--- src/rtl/c3aibadapt_srrst_pkg.sv ---
// Shared types and limits for the SR/adapter sequenced reset-release block.
// Exports: state_t (S_RST/S_WAIT/S_DONE), MAX_CH, IDX_W.
package c3aibadapt_srrst_pkg;

  localparam int MAX_CH = 16;
  // One extra bit so "idx + 1" past the last channel never wraps.
  localparam int IDX_W  = 5;

  typedef enum logic [1:0] {
    S_RST  = 2'd0,
    S_WAIT = 2'd1,
    S_DONE = 2'd2
  } state_t;

endpackage

--- src/rtl/c3aibadapt_srrst_nextch.sv ---
// Priority search: lowest enabled channel index >= i_from.
// Ports: i_en (per-channel enable), i_from, o_idx, o_none.
module c3aibadapt_srrst_nextch
  import c3aibadapt_srrst_pkg::*;
#(
  parameter int NUM_CH = 3
) (
  input  logic [NUM_CH-1:0] i_en,
  input  logic [IDX_W-1:0]  i_from,
  output logic [IDX_W-1:0]  o_idx,
  output logic              o_none
);

  // Scan downwards so the lowest qualifying index wins.
  always_comb begin
    o_idx  = '0;
    o_none = 1'b1;
    for (int i = NUM_CH - 1; i >= 0; i--) begin
      if (i_en[i] && (IDX_W'(i) >= i_from)) begin
        o_idx  = IDX_W'(i);
        o_none = 1'b0;
      end
    end
  end

endmodule

--- src/rtl/c3lib_rstsync.sv ---
// Reset-style synchroniser: flop chain cleared to RESET_VAL by rst_n.
// Ports: clk, rst_n, rst_n_bypass, scan_mode_n, data_in, data_out.
module c3lib_rstsync #(
  parameter int   NUM_STAGES = 2,
  parameter logic RESET_VAL  = 1'b0
) (
  input  logic clk,
  input  logic rst_n,
  input  logic rst_n_bypass,
  input  logic scan_mode_n,
  input  logic data_in,
  output logic data_out
);

  logic [NUM_STAGES-1:0] r_chain;

  always_ff @(posedge clk or negedge rst_n) begin
    if (!rst_n) begin
      r_chain <= {NUM_STAGES{RESET_VAL}};
    end else begin
      r_chain <= {r_chain[NUM_STAGES-2:0], data_in};
    end
  end

  // In scan the bypass value replaces the synchronised output.
  assign data_out = scan_mode_n ? r_chain[NUM_STAGES-1]
                                : rst_n_bypass;

endmodule

--- src/rtl/c3aibadapt_srrst_seq.sv ---
// Sequenced per-channel reset release with stagger, scan bypass, status.
// Optional macro C3AIBADAPT_SRRST_FREE_RUN_EN adds port r_sr_free_run.
module c3aibadapt_srrst_seq
  import c3aibadapt_srrst_pkg::*;
#(
  parameter int NUM_CH      = 3,
  parameter int CNT_W       = 4,
  parameter int SYNC_STAGES = 2
) (
  input  logic              clk,
  input  logic              rst_n,
  input  logic              csr_rdy_dly_in,
  input  logic              dft_adpt_rst,
  input  logic              adapter_scan_mode_n,
  input  logic              adapter_scan_rst_n,
  input  logic [NUM_CH-1:0] r_sr_ch_en,
  input  logic [CNT_W-1:0]  r_sr_stagger_dly,
`ifdef C3AIBADAPT_SRRST_FREE_RUN_EN
  input  logic [NUM_CH-1:0] r_sr_free_run,
`endif
  output logic [NUM_CH-1:0] ch_rst_n,
  output logic              seq_busy,
  output logic              seq_done
);

  state_t             r_state;
  logic [CNT_W-1:0]   r_cnt;
  logic [IDX_W-1:0]   r_idx;
  logic [NUM_CH-1:0]  r_ch;
  logic               r_busy;
  logic               r_done;

  logic               w_hrd_rst_n;
  logic               w_hrd_sync;
  logic [IDX_W-1:0]   w_from;
  logic [IDX_W-1:0]   w_nidx;
  logic               w_none;
  logic [NUM_CH-1:0]  w_rel;
  logic [NUM_CH-1:0]  w_byp;

  assign w_hrd_rst_n = csr_rdy_dly_in & ~dft_adpt_rst;

  c3lib_rstsync #(
    .NUM_STAGES (SYNC_STAGES),
    .RESET_VAL  (1'b0)
  ) u_hrd_sync (
    .clk          (clk),
    .rst_n        (rst_n),
    .rst_n_bypass (rst_n),
    .scan_mode_n  (1'b1),
    .data_in      (w_hrd_rst_n),
    .data_out     (w_hrd_sync)
  );

  // Start search from 0 when launching, else strictly above idx.
  assign w_from = (r_state == S_RST) ? '0 : r_idx + IDX_W'(1);

  c3aibadapt_srrst_nextch #(
    .NUM_CH (NUM_CH)
  ) u_nextch (
    .i_en   (r_sr_ch_en),
    .i_from (w_from),
    .o_idx  (w_nidx),
    .o_none (w_none)
  );

  always_comb begin
    w_rel = '0;
    for (int i = 0; i < NUM_CH; i++) begin
      w_rel[i] = (r_idx == IDX_W'(i));
    end
  end

  always_ff @(posedge clk or negedge rst_n) begin
    if (!rst_n) begin
      r_state <= S_RST;
      r_cnt   <= '0;
      r_idx   <= '0;
      r_ch    <= '0;
      r_busy  <= 1'b0;
      r_done  <= 1'b0;
    end else if (!w_hrd_sync) begin
      // Reset assertion is immediate for every channel.
      r_state <= S_RST;
      r_cnt   <= '0;
      r_idx   <= '0;
      r_ch    <= '0;
      r_busy  <= 1'b0;
      r_done  <= 1'b0;
    end else begin
      unique case (r_state)
        S_RST: begin
          r_ch  <= '0;
          r_cnt <= '0;
          r_idx <= w_nidx;
          if (w_none) begin
            r_state <= S_DONE;
            r_done  <= 1'b1;
          end else begin
            r_state <= S_WAIT;
            r_busy  <= 1'b1;
          end
        end
        S_WAIT: begin
          if (r_cnt == r_sr_stagger_dly) begin
            r_ch  <= (r_ch | w_rel) & r_sr_ch_en;
            r_cnt <= '0;
            r_idx <= w_nidx;
            if (w_none) begin
              r_state <= S_DONE;
              r_busy  <= 1'b0;
              r_done  <= 1'b1;
            end
          end else begin
            r_ch  <= r_ch & r_sr_ch_en;
            r_cnt <= r_cnt + CNT_W'(1);
          end
        end
        S_DONE: begin
          r_ch <= r_ch & r_sr_ch_en;
        end
        default: begin
          r_state <= S_RST;
        end
      endcase
    end
  end

`ifdef C3AIBADAPT_SRRST_FREE_RUN_EN
  // Free-running channels keep their sequenced reset in scan.
  assign w_byp = adapter_scan_mode_n ? '0 : ~r_sr_free_run;
`else
  assign w_byp = adapter_scan_mode_n ? '0 : '1;
`endif

  assign ch_rst_n = (w_byp & {NUM_CH{adapter_scan_rst_n}})
                  | (~w_byp & r_ch);
  assign seq_busy = r_busy & adapter_scan_mode_n;
  assign seq_done = r_done & adapter_scan_mode_n;

endmodule

--- config.mk ---
export PLATFORM = sky130hd
export DESIGN_NAME = c3aibadapt_srrst_seq
export DESIGN_NICKNAME = d
export VERILOG_FILES = /design/src/rtl/c3aibadapt_srrst_pkg.sv /design/src/rtl/c3aibadapt_srrst_nextch.sv /design/src/rtl/c3lib_rstsync.sv /design/src/rtl/c3aibadapt_srrst_seq.sv
export SDC_FILE = /design/constraint.sdc
export NUM_CORES = 1
export LEC_CHECK = 0
export ABC_CLOCK_PERIOD_IN_PS = 2220
export BUFFER_PORTS_ARGS = -buffer_cell sky130_fd_sc_hd__buf_4
export CAP_MARGIN = 5
export CORE_ASPECT_RATIO = 1.1
export CORE_UTILIZATION = 45
export CTS_BUF_LIST = sky130_fd_sc_hd__clkbuf_4 sky130_fd_sc_hd__clkbuf_8
export DETAILED_ROUTE_END_ITERATION = 7
export HOLD_SLACK_MARGIN = 0.08
export PLACE_DENSITY_LB_ADDON = 0.2
export SYNTH_ARGS = -nofsm -noshare
export SYNTH_HDL_FRONTEND = slang
export SYNTH_SLANG_ARGS = --single-unit
--- constraint.sdc ---
create_clock -name clk -period 2.22 [get_ports clk]
set_input_delay 0.111 -clock clk [delete_from_list [all_inputs] [get_ports clk]]
set_output_delay 0.111 -clock clk [all_outputs]
set_load 0.02 [all_outputs]
==> impl_summary.log <==
INFO  metric skew = 0.8232 ps
INFO  metric pin_count = 18
INFO  metric start_util = approximately 48%
INFO  metric die_height = 50.75 um
INFO  metric synth-seq-cells = 15
INFO  metric io_buffers = 17
INFO  metric multi_input_comb_area = approximately 560 um2
INFO  metric cell_count_along_the_critical_path = 7
INFO  metric power.ir.vdd_worst = about 0.30 mV
INFO  metric timing.final.hold_violations = 0
INFO  metric cts_tree = built
INFO  metric diodes = 0
INFO  metric compound_cell_area_share_of_the_yosys_netlist = 15.57%
INFO  metric nNetsFinal = between 150 and 200
INFO  metric grt_max_degree = 16
INFO  metric antenna_found_initial = 0
INFO  metric setup_tns = 0 ps
INFO  metric outcome = complete, no violations
INFO  metric globalRouteOverflowTotal = 0
INFO  metric finish.instance_area = 1180 um2
INFO  metric postCtsSetupRepairBufs = 0
INFO  metric total_die_area = 2350 um2
INFO  metric deepest_clock_path_buffer_count = 2
INFO  metric netlist_top_cells_area = sky130_fd_sc_hd__dfrtp_1 39%, sky130_fd_sc_hd__ha_1 10%, sky130_fd_sc_hd__nand2_1 6.2%
INFO  metric synth.mux.area_fraction = 0%
INFO  metric transition_time_of_the_tightest_slew_check_pin = between 400 and 500 ps
INFO  metric worst_path_most_repeated_cell = sky130_fd_sc_hd__inv_1
INFO  metric dp_slack = 287.4 ps
INFO  metric layout.filler_cells = 183
INFO  metric placed_area = between 1000 and 1500 um2
INFO  metric path_class = reg2reg
INFO  metric slowest_delay = about 450 ps
INFO  metric cpMaxStageDelayCell = sky130_fd_sc_hd__dfrtp_1
INFO  metric avgSynthCellArea = 8.528 um2
INFO  metric postSynthCellCount = 114
INFO  metric antenna_violating_nets_post_route = 0
INFO  metric clock_insertion_delay_worst_skew = 290 ps
INFO  metric fraction_of_registers_with_async_set_reset = 100.0%
INFO  metric relSlewSlack = 70.17%
INFO  metric yosysTopAreaCellShare = 38.61%
INFO  metric num_vias = between 800 and 900
INFO  metric dp_hpwl = about 1.5 mm
INFO  metric yosys.area_share.adder = 10.30%
INFO  metric synth.largest_area_cell = sky130_fd_sc_hd__dfrtp_1
INFO  metric critPathLaunchType = flip-flop
INFO  metric cts_h_tree_lvls = 1
INFO  metric synth_simple_gate_area_share = between 20% and 30%
INFO  metric worst_setup_hold_path_clk_slew = 90 ps
INFO  metric rsz0062_at_grt = false
INFO  metric power.static_leakage = approximately 0.56 nW
INFO  metric detail_route.iter0.violations = 22
INFO  metric cp_top_family = compound AO/OA/AOI/OAI gates
INFO  metric clock_tree.root_cell = sky130_fd_sc_hd__clkbuf_4
INFO  metric clock_sink_count = 15
INFO  metric timing.critical_path.to_type = flip-flop
INFO  metric timing.critical_path.arrival = 2180 ps
INFO  metric most_frequent_cells_in_the_layout = 17 x sky130_fd_sc_hd__buf_4, 16 x sky130_fd_sc_hd__nand2_1, 15 x sky130_fd_sc_hd__dfrtp_1, 13 x sky130_fd_sc_hd__nor2_1
INFO  metric timing.hold.worst.class = in2reg
INFO  metric gp_congestion = 0.8664
INFO  metric power-per-cell-area = 477.4 nW/um2
INFO  metric synthesis_warning_total = 0
INFO  metric regToRegSetupSlack = about 270 ps
INFO  metric placementRows = 17
INFO  metric share_of_layout_cells_above_drive_strength_1 = between 10% and 20%
INFO  metric final.period_utilization = 87.92%
INFO  metric synth_top_family_by_area = simple AND/OR/NAND/NOR gates
INFO  metric worst-endpoint-required = about 2500 ps
INFO  metric coreArea = 2021 um2
INFO  metric synth.distinct_cells = 31
INFO  metric timing.final.ws_setup = 268.1 ps
INFO  metric area_growth_syn_to_layout = 21.36%
INFO  metric timing.max_cap.violations = 0
INFO  metric crit_path_cell_trace = inv_1 -> ha_1 -> inv_1 -> o311ai_1 -> o21ai_1 -> or3_1 -> nand3_1
INFO  metric r2r.worst_path.cells = 7
INFO  metric drt-total-wl = around 1.9 mm
INFO  metric drc = 0
INFO  metric grt_util_all_layers = 20.04%
INFO  metric via_count_of_the_first_global_routing_pass = 803
INFO  metric endpoint = r_state[1]$_DFFE_PN0P_
INFO  metric final-max-slew-violation-count = 0
INFO  metric mostFrequentLayoutCell = sky130_fd_sc_hd__buf_4
INFO  metric grt_pass1_wl = between 3 and 4 mm
INFO  metric synth_area = 972.2 um2
INFO  metric critPathLaunch = r_idx[0]$_DFFE_PN0P_
INFO  metric cts_buffers = 3
INFO  metric synth_edf_count = 0
INFO  metric area_share_of_xor_xnor_cells_in_the_synthesized_design = roughly 5.4%
INFO  metric drt_pre_antenna_iters = 4
INFO  metric postSynth.topFlopCell = sky130_fd_sc_hd__dfrtp_1
INFO  metric register_area = 375.4 um2
INFO  metric syn-num-nets = ~140
INFO  metric worst_r2r_endpoint = r_state[1]$_DFFE_PN0P_
INFO  metric critPathMaxFanout = 7
INFO  metric cp.buffers_inverters = 2
INFO  metric routed_via_density = 5.227
INFO  metric synth-seq-area-share = about two fifths
INFO  metric finalCriticalPeriod = ~2000 ps
INFO  metric timing.rr.start = r_idx[0]$_DFFE_PN0P_
INFO  metric avgRoutedWirePerCell = 11.76 um
INFO  metric max_clock_freq = around 0.5 GHz
INFO  metric fp.dieW = approximately 46 um
INFO  metric report.final.setup_viol = 0
==> Yosys cell counts, types with 3 or more instances <==
master and instances:
sky130_fd_sc_hd__nor2_1 13, sky130_fd_sc_hd__nand3_1 4, sky130_fd_sc_hd__nor3_1 3, sky130_fd_sc_hd__a21oi_1 8, sky130_fd_sc_hd__ha_1 8, sky130_fd_sc_hd__xor2_1 5, sky130_fd_sc_hd__dfrtp_1 15, sky130_fd_sc_hd__nand2b_1 3
sky130_fd_sc_hd__nand2_1 16, sky130_fd_sc_hd__inv_1 7, sky130_fd_sc_hd__a31oi_1 4, sky130_fd_sc_hd__nor2b_1 3, sky130_fd_sc_hd__and2_1 4
==> routing by layer <==
layer	global-route usage [%]	up-vias	share of wire [%]
li1	-	430	-
met1	23.06	395	43
met2	34.03	23	52
met3	4.317	4	4.0
met4	8.824	0	1.5
met5	0	-	0
==> per-stage QoR <==
| stage | std cells | power (W) | hold WS [ps] | util, % |
|---|---|---|---|---|
| 6_report | 163 | 0.0005633 | 111.9 | 58.39 |
| 3_5_place_dp | 156 | 0.0004068 | -23.56 | 55.54 |
| 3_3_place_gp | 156 | 0.0004068 | -25.41 | 55.54 |
| 4_1_cts | 163 | 0.0005685 | 107.1 | 58.39 |
| 2_1_floorplan | 114 | 0.0003620 | -184.6 | - |
| 5_1_grt | 163 | 0.0006013 | 101.7 | 58.39 |
==> how the worst min path moves through the flow <==
stage	slack [ps]	start	cells after the start	to
after global placement	-30	rst_n	1	r_ch[1]$_DFFE_PN0P_
after floorplan	-180	rst_n	0	r_busy$_DFFE_PN0P_
final	110	r_sr_ch_en[2]	3	r_ch[2]$_DFFE_PN0P_
after detailed placement	-20	rst_n	1	r_ch[1]$_DFFE_PN0P_
after global routing	100	r_sr_ch_en[2]	3	r_ch[2]$_DFFE_PN0P_
after CTS	110	r_sr_ch_en[2]	3	r_ch[2]$_DFFE_PN0P_
==> flip-flops by register name, summed over array words and instances (netlist names) <==
signal and flops:
r_ch 3, r_busy 1, u_hrd_sync.r_chain 2, r_state 2, r_idx 2, r_done 1
r_cnt 4
==> worst reg2reg max path, stage by stage (launching register included) <==
cell and delay, ps:
sky130_fd_sc_hd__dfrtp_1 450, sky130_fd_sc_hd__inv_1 90, sky130_fd_sc_hd__ha_1 300, sky130_fd_sc_hd__inv_1 40, sky130_fd_sc_hd__o311ai_1 400, sky130_fd_sc_hd__o21ai_1 190
sky130_fd_sc_hd__or3_1 340, sky130_fd_sc_hd__nand3_1 80
==> what timing repair did <==
action                    4_1_cts  5_1_grt
gates resized for setup         0        0
hold endpoints to repair       16        0
hold buffers                    3        0
==> report_power, final <==
part,internal (W),switching [W],leakage [nW]
logic,0.0000496,0.0000671,0.337
registers,0.000281,0.00000812,0.205
clock network,0.0000671,0.0000907,0.0177
total,0.000397,0.000166,0.560
==> cells by family after synthesis <==
kind of cell / after synthesis
DFF: 15
buffers and inverters: 10
AOI/OAI and AO/OA: 24
adders and majority gates: 8
xor gates and xnor gates: 6
and+or+nand+nor: 51
==> final cells by class <==
| cell class | count | area share (%) |
|---|---|---|
| clock buffer | 3 | 1.909 |
| clock inverter | 1 | 0.4242 |
| tap | 28 | 2.969 |
| sequential | 15 | 31.81 |
| multi-input combinational | 89 | 47.30 |
| timing repair buffer | 20 | 13.36 |
| inverter | 7 | 2.227 |
No activity file was read; power rests on OpenSTA's default activity.
